### config.mk
export PLATFORM = sky130hd
export DESIGN_NAME = ahb_csr_bank
export DESIGN_NICKNAME = d
export VERILOG_FILES = /design/src/rtl/ahb_csr_bank.sv
export SDC_FILE = /design/constraint.sdc
export NUM_CORES = 2
export LEC_CHECK = 0
export BUFFER_PORTS_ARGS = -buffer_cell sky130_fd_sc_hd__buf_4
export CAP_MARGIN = 5
export CORE_AREA = 2 2 457 459
export CTS_CLUSTER_SIZE = 20
export DETAILED_ROUTE_END_ITERATION = 6
export DIE_AREA = 0 0 459 461
export SLEW_MARGIN = 20
export SYNTH_ARGS = -nofsm -noshare
export SYNTH_HDL_FRONTEND = slang
export SYNTH_SLANG_ARGS = --single-unit
export TNS_END_PERCENT = 20
### constraint.sdc
create_clock -name clk -period 4 [get_ports clk]
set_clock_uncertainty 0.05 [all_clocks]
set_input_delay 0.8 -clock clk [delete_from_list [all_inputs] [get_ports clk]]
set_output_delay 0.8 -clock clk [all_outputs]
set_load 0.005 [all_outputs]
### src/rtl/ahb_csr_bank.sv
// ahb_csr_bank: AHB-Lite slave exposing a RW control bank and a RO status bank.
// Optional macro CSR_BANK_ERR_RESP_EN enables the two-cycle ERROR response on illegal access.

module ahb_csr_reg #(
    parameter logic [31:0] RESET_VAL = 32'h0
) (
    input  logic        clk,
    input  logic        reset,
    input  logic        we,
    input  logic [3:0]  be,
    input  logic [31:0] wdata,
    output logic [31:0] q,
    output logic        pulse
);
    always_ff @(posedge clk) begin
        if (reset) begin
            q     <= RESET_VAL;
            pulse <= 1'b0;
        end else begin
            pulse <= we;
            for (int b = 0; b < 4; b++)
                if (we && be[b]) q[b*8 +: 8] <= wdata[b*8 +: 8];
        end
    end
endmodule

module ahb_csr_bank #(
    parameter int unsigned RW_REG_CNT   = 16,
    parameter int unsigned R_REG_CNT    = 16,
    parameter int unsigned R_BANK_BIT   = 19,
    parameter logic [31:0] RW_RESET_VAL = 32'h0
) (
    input  logic                        clk,
    input  logic                        reset,
    input  logic [31:0]                 ahb_s0_haddr_i,
    input  logic                        ahb_s0_hwrite_i,
    input  logic [2:0]                  ahb_s0_hsize_i,
    input  logic [1:0]                  ahb_s0_htrans_i,
    input  logic [31:0]                 ahb_s0_hwdata_i,
    output logic                        ahb_s0_hready_o,
    output logic                        ahb_s0_hresp_o,
    output logic [31:0]                 ahb_s0_hrdata_o,
    output logic [RW_REG_CNT-1:0][31:0] rw_reg,
    output logic [RW_REG_CNT-1:0]       rw_wr_pulse,
    input  logic [R_REG_CNT-1:0][31:0]  r_reg,
    output logic [R_REG_CNT-1:0]        r_rd_pulse
);
    typedef enum logic [1:0] {NONE, OK, ERR1, ERR2} state_t;
    state_t state, state_nxt;

    logic                 accept, a_rbank, a_legal, a_aligned;
    logic [31:0]          a_idx;
    logic [3:0]           a_be;
    logic                 dp_write;
    logic [7:0]           dp_idx;
    logic [3:0]           dp_be;
    logic                 commit, fwd_hit;
    logic [31:0]          rw_rd, r_rd, rd_merged;
    logic [R_REG_CNT-1:0] r_sel;
    logic                 unused_htrans0;

    assign unused_htrans0 = ahb_s0_htrans_i[0];

    // Address-phase decode
    always_comb begin
        accept  = ahb_s0_htrans_i[1] && ahb_s0_hready_o;
        a_rbank = ahb_s0_haddr_i[R_BANK_BIT];
        a_idx   = 32'(ahb_s0_haddr_i[R_BANK_BIT-1:2]);
        case (ahb_s0_hsize_i)
            3'd0:    a_be = 4'b0001 << ahb_s0_haddr_i[1:0];
            3'd1:    a_be = ahb_s0_haddr_i[1] ? 4'b1100 : 4'b0011;
            default: a_be = 4'b1111;
        endcase
        a_aligned = (ahb_s0_hsize_i == 3'd0)
                 || (ahb_s0_hsize_i == 3'd1 && !ahb_s0_haddr_i[0])
                 || (ahb_s0_hsize_i == 3'd2 && ahb_s0_haddr_i[1:0] == 2'b00);
        a_legal = ((ahb_s0_haddr_i >> (R_BANK_BIT + 1)) == 32'd0)
               && (a_rbank ? (a_idx < R_REG_CNT) : (a_idx < RW_REG_CNT))
               && (ahb_s0_hsize_i <= 3'd2) && a_aligned
               && !(a_rbank && ahb_s0_hwrite_i);
    end

    // Only a legal data phase reaches OK, so OK plus a captured write means commit now
    assign commit = (state == OK) && dp_write;

    always_comb begin
        rw_rd = '0;
        r_rd  = '0;
        r_sel = '0;
        for (int i = 0; i < RW_REG_CNT; i++)
            if (a_idx == 32'(i)) rw_rd = rw_reg[i];
        for (int i = 0; i < R_REG_CNT; i++) begin
            r_sel[i] = (a_idx == 32'(i));
            if (r_sel[i]) r_rd = r_reg[i];
        end
    end

    // Read hitting the register being written this cycle sees the merged value
    always_comb begin
        fwd_hit   = commit && !a_rbank && (a_idx == 32'(dp_idx));
        rd_merged = rw_rd;
        for (int b = 0; b < 4; b++)
            if (fwd_hit && dp_be[b]) rd_merged[b*8 +: 8] = ahb_s0_hwdata_i[b*8 +: 8];
    end

    always_ff @(posedge clk) begin
        if (reset) begin
            dp_write        <= 1'b0;
            dp_idx          <= '0;
            dp_be           <= '0;
            ahb_s0_hrdata_o <= '0;
            r_rd_pulse      <= '0;
        end else begin
            r_rd_pulse <= '0;
            if (accept) begin
                dp_write <= ahb_s0_hwrite_i;
                dp_idx   <= a_idx[7:0];
                dp_be    <= a_be;
                if (!ahb_s0_hwrite_i) begin
                    if (!a_legal) begin
                        ahb_s0_hrdata_o <= '0;
                    end else if (a_rbank) begin
                        ahb_s0_hrdata_o <= r_rd;
                        r_rd_pulse      <= r_sel;
                    end else begin
                        ahb_s0_hrdata_o <= rd_merged;
                    end
                end
            end
        end
    end

    for (genvar i = 0; i < RW_REG_CNT; i++) begin : g_rw
        ahb_csr_reg #(.RESET_VAL(RW_RESET_VAL)) u_reg (
            .clk   (clk),
            .reset (reset),
            .we    (commit && (dp_idx == 8'(i))),
            .be    (dp_be),
            .wdata (ahb_s0_hwdata_i),
            .q     (rw_reg[i]),
            .pulse (rw_wr_pulse[i])
        );
    end

    always_ff @(posedge clk) begin
        if (reset) state <= NONE;
        else       state <= state_nxt;
    end

    always_comb begin
        state_nxt = NONE;
        case (state)
`ifdef CSR_BANK_ERR_RESP_EN
            ERR1:    state_nxt = ERR2;
            default: if (accept) state_nxt = a_legal ? OK : ERR1;
`else
            default: if (accept && a_legal) state_nxt = OK;
`endif
        endcase
    end

    always_comb begin
`ifdef CSR_BANK_ERR_RESP_EN
        ahb_s0_hready_o = (state != ERR1);
        ahb_s0_hresp_o  = (state == ERR1) || (state == ERR2);
`else
        ahb_s0_hready_o = 1'b1;
        ahb_s0_hresp_o  = 1'b0;
`endif
    end
endmodule

==> flow_summary.yaml <==
outcome:
  status: "finished, violations left"
  violations: "DRC"
clock_tree:
  path_clk_slew_ns: 0.07
  clk_latency_ns: 0.73
  cts_hold_buffers: 0
  cts_tree: "built"
  cts_made_buffers: 74
  post_cts_resized: 0
  clk_path_buf_depth: 3
  cts_sinks: 590
  htree_levels: 3
  cts_root_buf: "clkbuf_16"
  cts_setup_buffers: 0
sta:
  maxSlewHeadroom_pct: 17.6
  max_freq_mhz: 267
  finalSetupTns_ns: 0
  slew_violations: 0
  fin_crit_sh_pct: 93.7
  final_hold_viol_count: 0
  setup_viol: 0
  tightest_slew_ns: 1.24
  grt_setup_unrepaired: "false"
  layout_min_cycle_time_ns: 3.75
pwr:
  powerDensity_mw_per_mm2: 314
  peakVddDrop_uv: 292
  netSwitchingFraction_pct: 28.7
  comb_power_share_pct: 10.4
  p_seq_share_pct: 39.9
  leakagePower_nw: 18.1
  clkPwrFrac_pct: 49.7
  power.total_mw: 14.9
  switching_power_mw: 4.27
  p_int_mw: 10.6
synth:
  synth.top_cells.by_count: "nand2_1, a21oi_1, dfxtp_1"
  synth_fp_nets: 4549
  ys_ff_latch: 590
  netlist_instances: 3965
  synthTopCellsByArea: "dfxtp_1, a21oi_1, nand3_1, nand2_1, clkbuf_1"
  netlist.area_leader.share_pct: 39.8
  synthFlopType: "dfxtp_1"
  synth_edf_count: 0
  synth_warnings: 0
  seq_area_frac_synth_pct: 39.8
  synth_top_area_cell: "dfxtp_1"
  yosysMostFrequentCell: "nand2_1"
  synth_area_per_cell_um2: 7.48
  async_flop_share_pct: 0
  synth_area_mm2: 0.0297
  ys_types: 74
grt:
  grt_pass1_wl_um: 432000
  grt_pass1_vias: 38900
  antenna_found_initial: 68
  grt_start_max_net_pins: 215
  grt_overflow_total: 0
  track_usage_pct: 31.4
floorplan:
  die_area_mm2: 0.212
  coreArea_mm2: 0.206
  io_pins: 1162
  start_util_pct: 14.4
  fp-row-count: 167
  die_h_um: 461
  die_w_um: 459
worst_setup_path:
  cp.depth: 11
  critPathCaptureType: "flop"
  path_cells: "buf_4 > or4_1 > buf_4 > nor4_1 > nand2_1 > buf_12 > o21ai_0 > a21oi_1 > buf_4 > nor4_1 > o31ai_1"
  crit_type: "input pin to flop"
  cp_max_fo: 7
  cp.arrival_ns: 4.28
  crit_buf_inv: 4
  critical-path-slowest-cell: "or4_1"
  crit_required_ns: 4.53
  max_stage_delay_ns: 0.72
  setup.worst_path.start_class: "input pin"
  path_delay_family: "simple AND/OR/NAND/NOR gates"
  cpMostUsedCell: "buf_4"
  rr_worst_depth: 6
run:
  cap_violations: 0
detailed_routing:
  drc_errors: 14
  drtPass1Iterations: 7
  vias_per_cell: 5.21
  avgRoutedWirePerCell_um: 43.4
  routed_wl_um: 349000
  drt.antenna.violating_nets: 0
  drt_iter0_markers: 6152
  num_vias: 41800
layout:
  nFillCells: 23000
  areaGrowthSynthToFinish_pct: 59.4
  regArea_mm2: 0.0118
  nNetsFinal: 5818
  multi_input_area_mm2: 0.0164
  drive_gt1_share_pct: 34.4
  instances_no_fill: 8029
hold_path:
  hp-class: "input pin to flop"
  whs_path_depth: 3
place:
  io_buffers: 1158
  hpwl_um: 284000
  gp_congestion: 1.00
  placedCellCount: 7862
-- cell usage in the layout, fill, tap and decap left out, types with 8 or more instances in the layout --
cell and instances:
a22o_1 17, a211oi_1 17, inv_1 12, nand3_1 548, dfxtp_1 586, clkbuf_1 22
and3_1 22, o22ai_1 44, mux2i_1 35, o2111ai_1 13, nand2_1 706, o221ai_1 20
buf_4 1520, nand4_1 47, nor2_2 14, xor2_1 8, o211ai_1 17, nor2_4 16
a21oi_1 632, clkbuf_16 75, o21ai_0 96, a221oi_1 69, mux4_2 28, buf_12 75
a222oi_1 46, nor4_1 16, a22oi_1 123, mux2_2 13, nor2_1 181, diode_2 32
nor3_1 55, a31oi_1 13, clkbuf_8 16
-- path summary, 6_finish.rpt --
check | startpoint | endpoint | slack [ns]
setup / recovery | ahb_s0_haddr_i[12] | ahb_s0_hrdata_o[14] | 0.25
hold / removal | r_reg[486] | ahb_s0_hrdata_o[6] | 0.31
setup reg to reg | dp_idx[7] | g_rw[15].u_reg.q[31] | 0.60
hold reg to reg | ahb_s0_hrdata_o[9] | ahb_s0_hrdata_o[9] | 0.41
-- metrics by stage --
stage	setup WS (ns)	util (%)	cell area [µm²]	hold WS, ns
CTS	0.483	22.9	47200	0.245
detailed placement	-0.290	21.6	44700	0.399
finish	0.252	22.9	47300	0.311
global placement	-0.410	21.6	44700	0.396
floorplan	0.776	-	29700	0.394
global route	0.271	22.9	47200	0.286
-- sequential cells by signal, indices dropped and copies added, names as in the netlist --
register,count
dp_be,4
dp_idx,8
state,1
r_rd_pulse,16
ahb_s0_hrdata_o,32
g_rw.u_reg.q,512
dp_write,1
g_rw.u_reg.pulse,16
-- per-layer routing --
metal	GRT usage (%)	vias up	routed length, µm
met4	19.3	26	26100
met3	14.3	691	46200
li1	-	17100	-
met2	47.3	3277	148000
met1	36.2	20800	129000
met5	0	-	161
-- kinds of logic after synthesis --
kind of cell | share of synthesized area (%)
buffers and inverters | 5.72
xor gates and xnor gates | 0.236
AOI/OAI and AO/OA | 24.7
muxes | 3.80
and+or+nand+nor | 25.7
DFF | 39.8
other | 0.0253
-- power by group through the flow --
stage,Combinational [mW],Clock [mW],Sequential (mW)
final,1.55,7.38,5.93
after global routing,1.57,7.64,5.93
after CTS,1.52,7.44,5.93
after detailed placement,1.51,0,6.06
after global placement,1.51,0,6.06
after floorplan,0.505,0,6.02
-- area by class of cell --
type | instances | share of cell area (%)
diodes | 32 | 0.169
clock buffers | 113 | 4.61
clock inverters | 22 | 0.773
inverters | 14 | 0.111
multi-input cells | 2956 | 34.8
flip-flops and latches | 590 | 25.0
well taps | 2704 | 7.15
repair buffers | 1598 | 27.4
-- worst reg2reg max path: cells and delay by family, from the launching register on --
family	cells	cell delay, ns
flip-flops	1	0.34
AO/OA/AOI/OAI	1	0.26
AND/OR/NAND/NOR	5	2.60
Power figures use the tool's default switching activity.
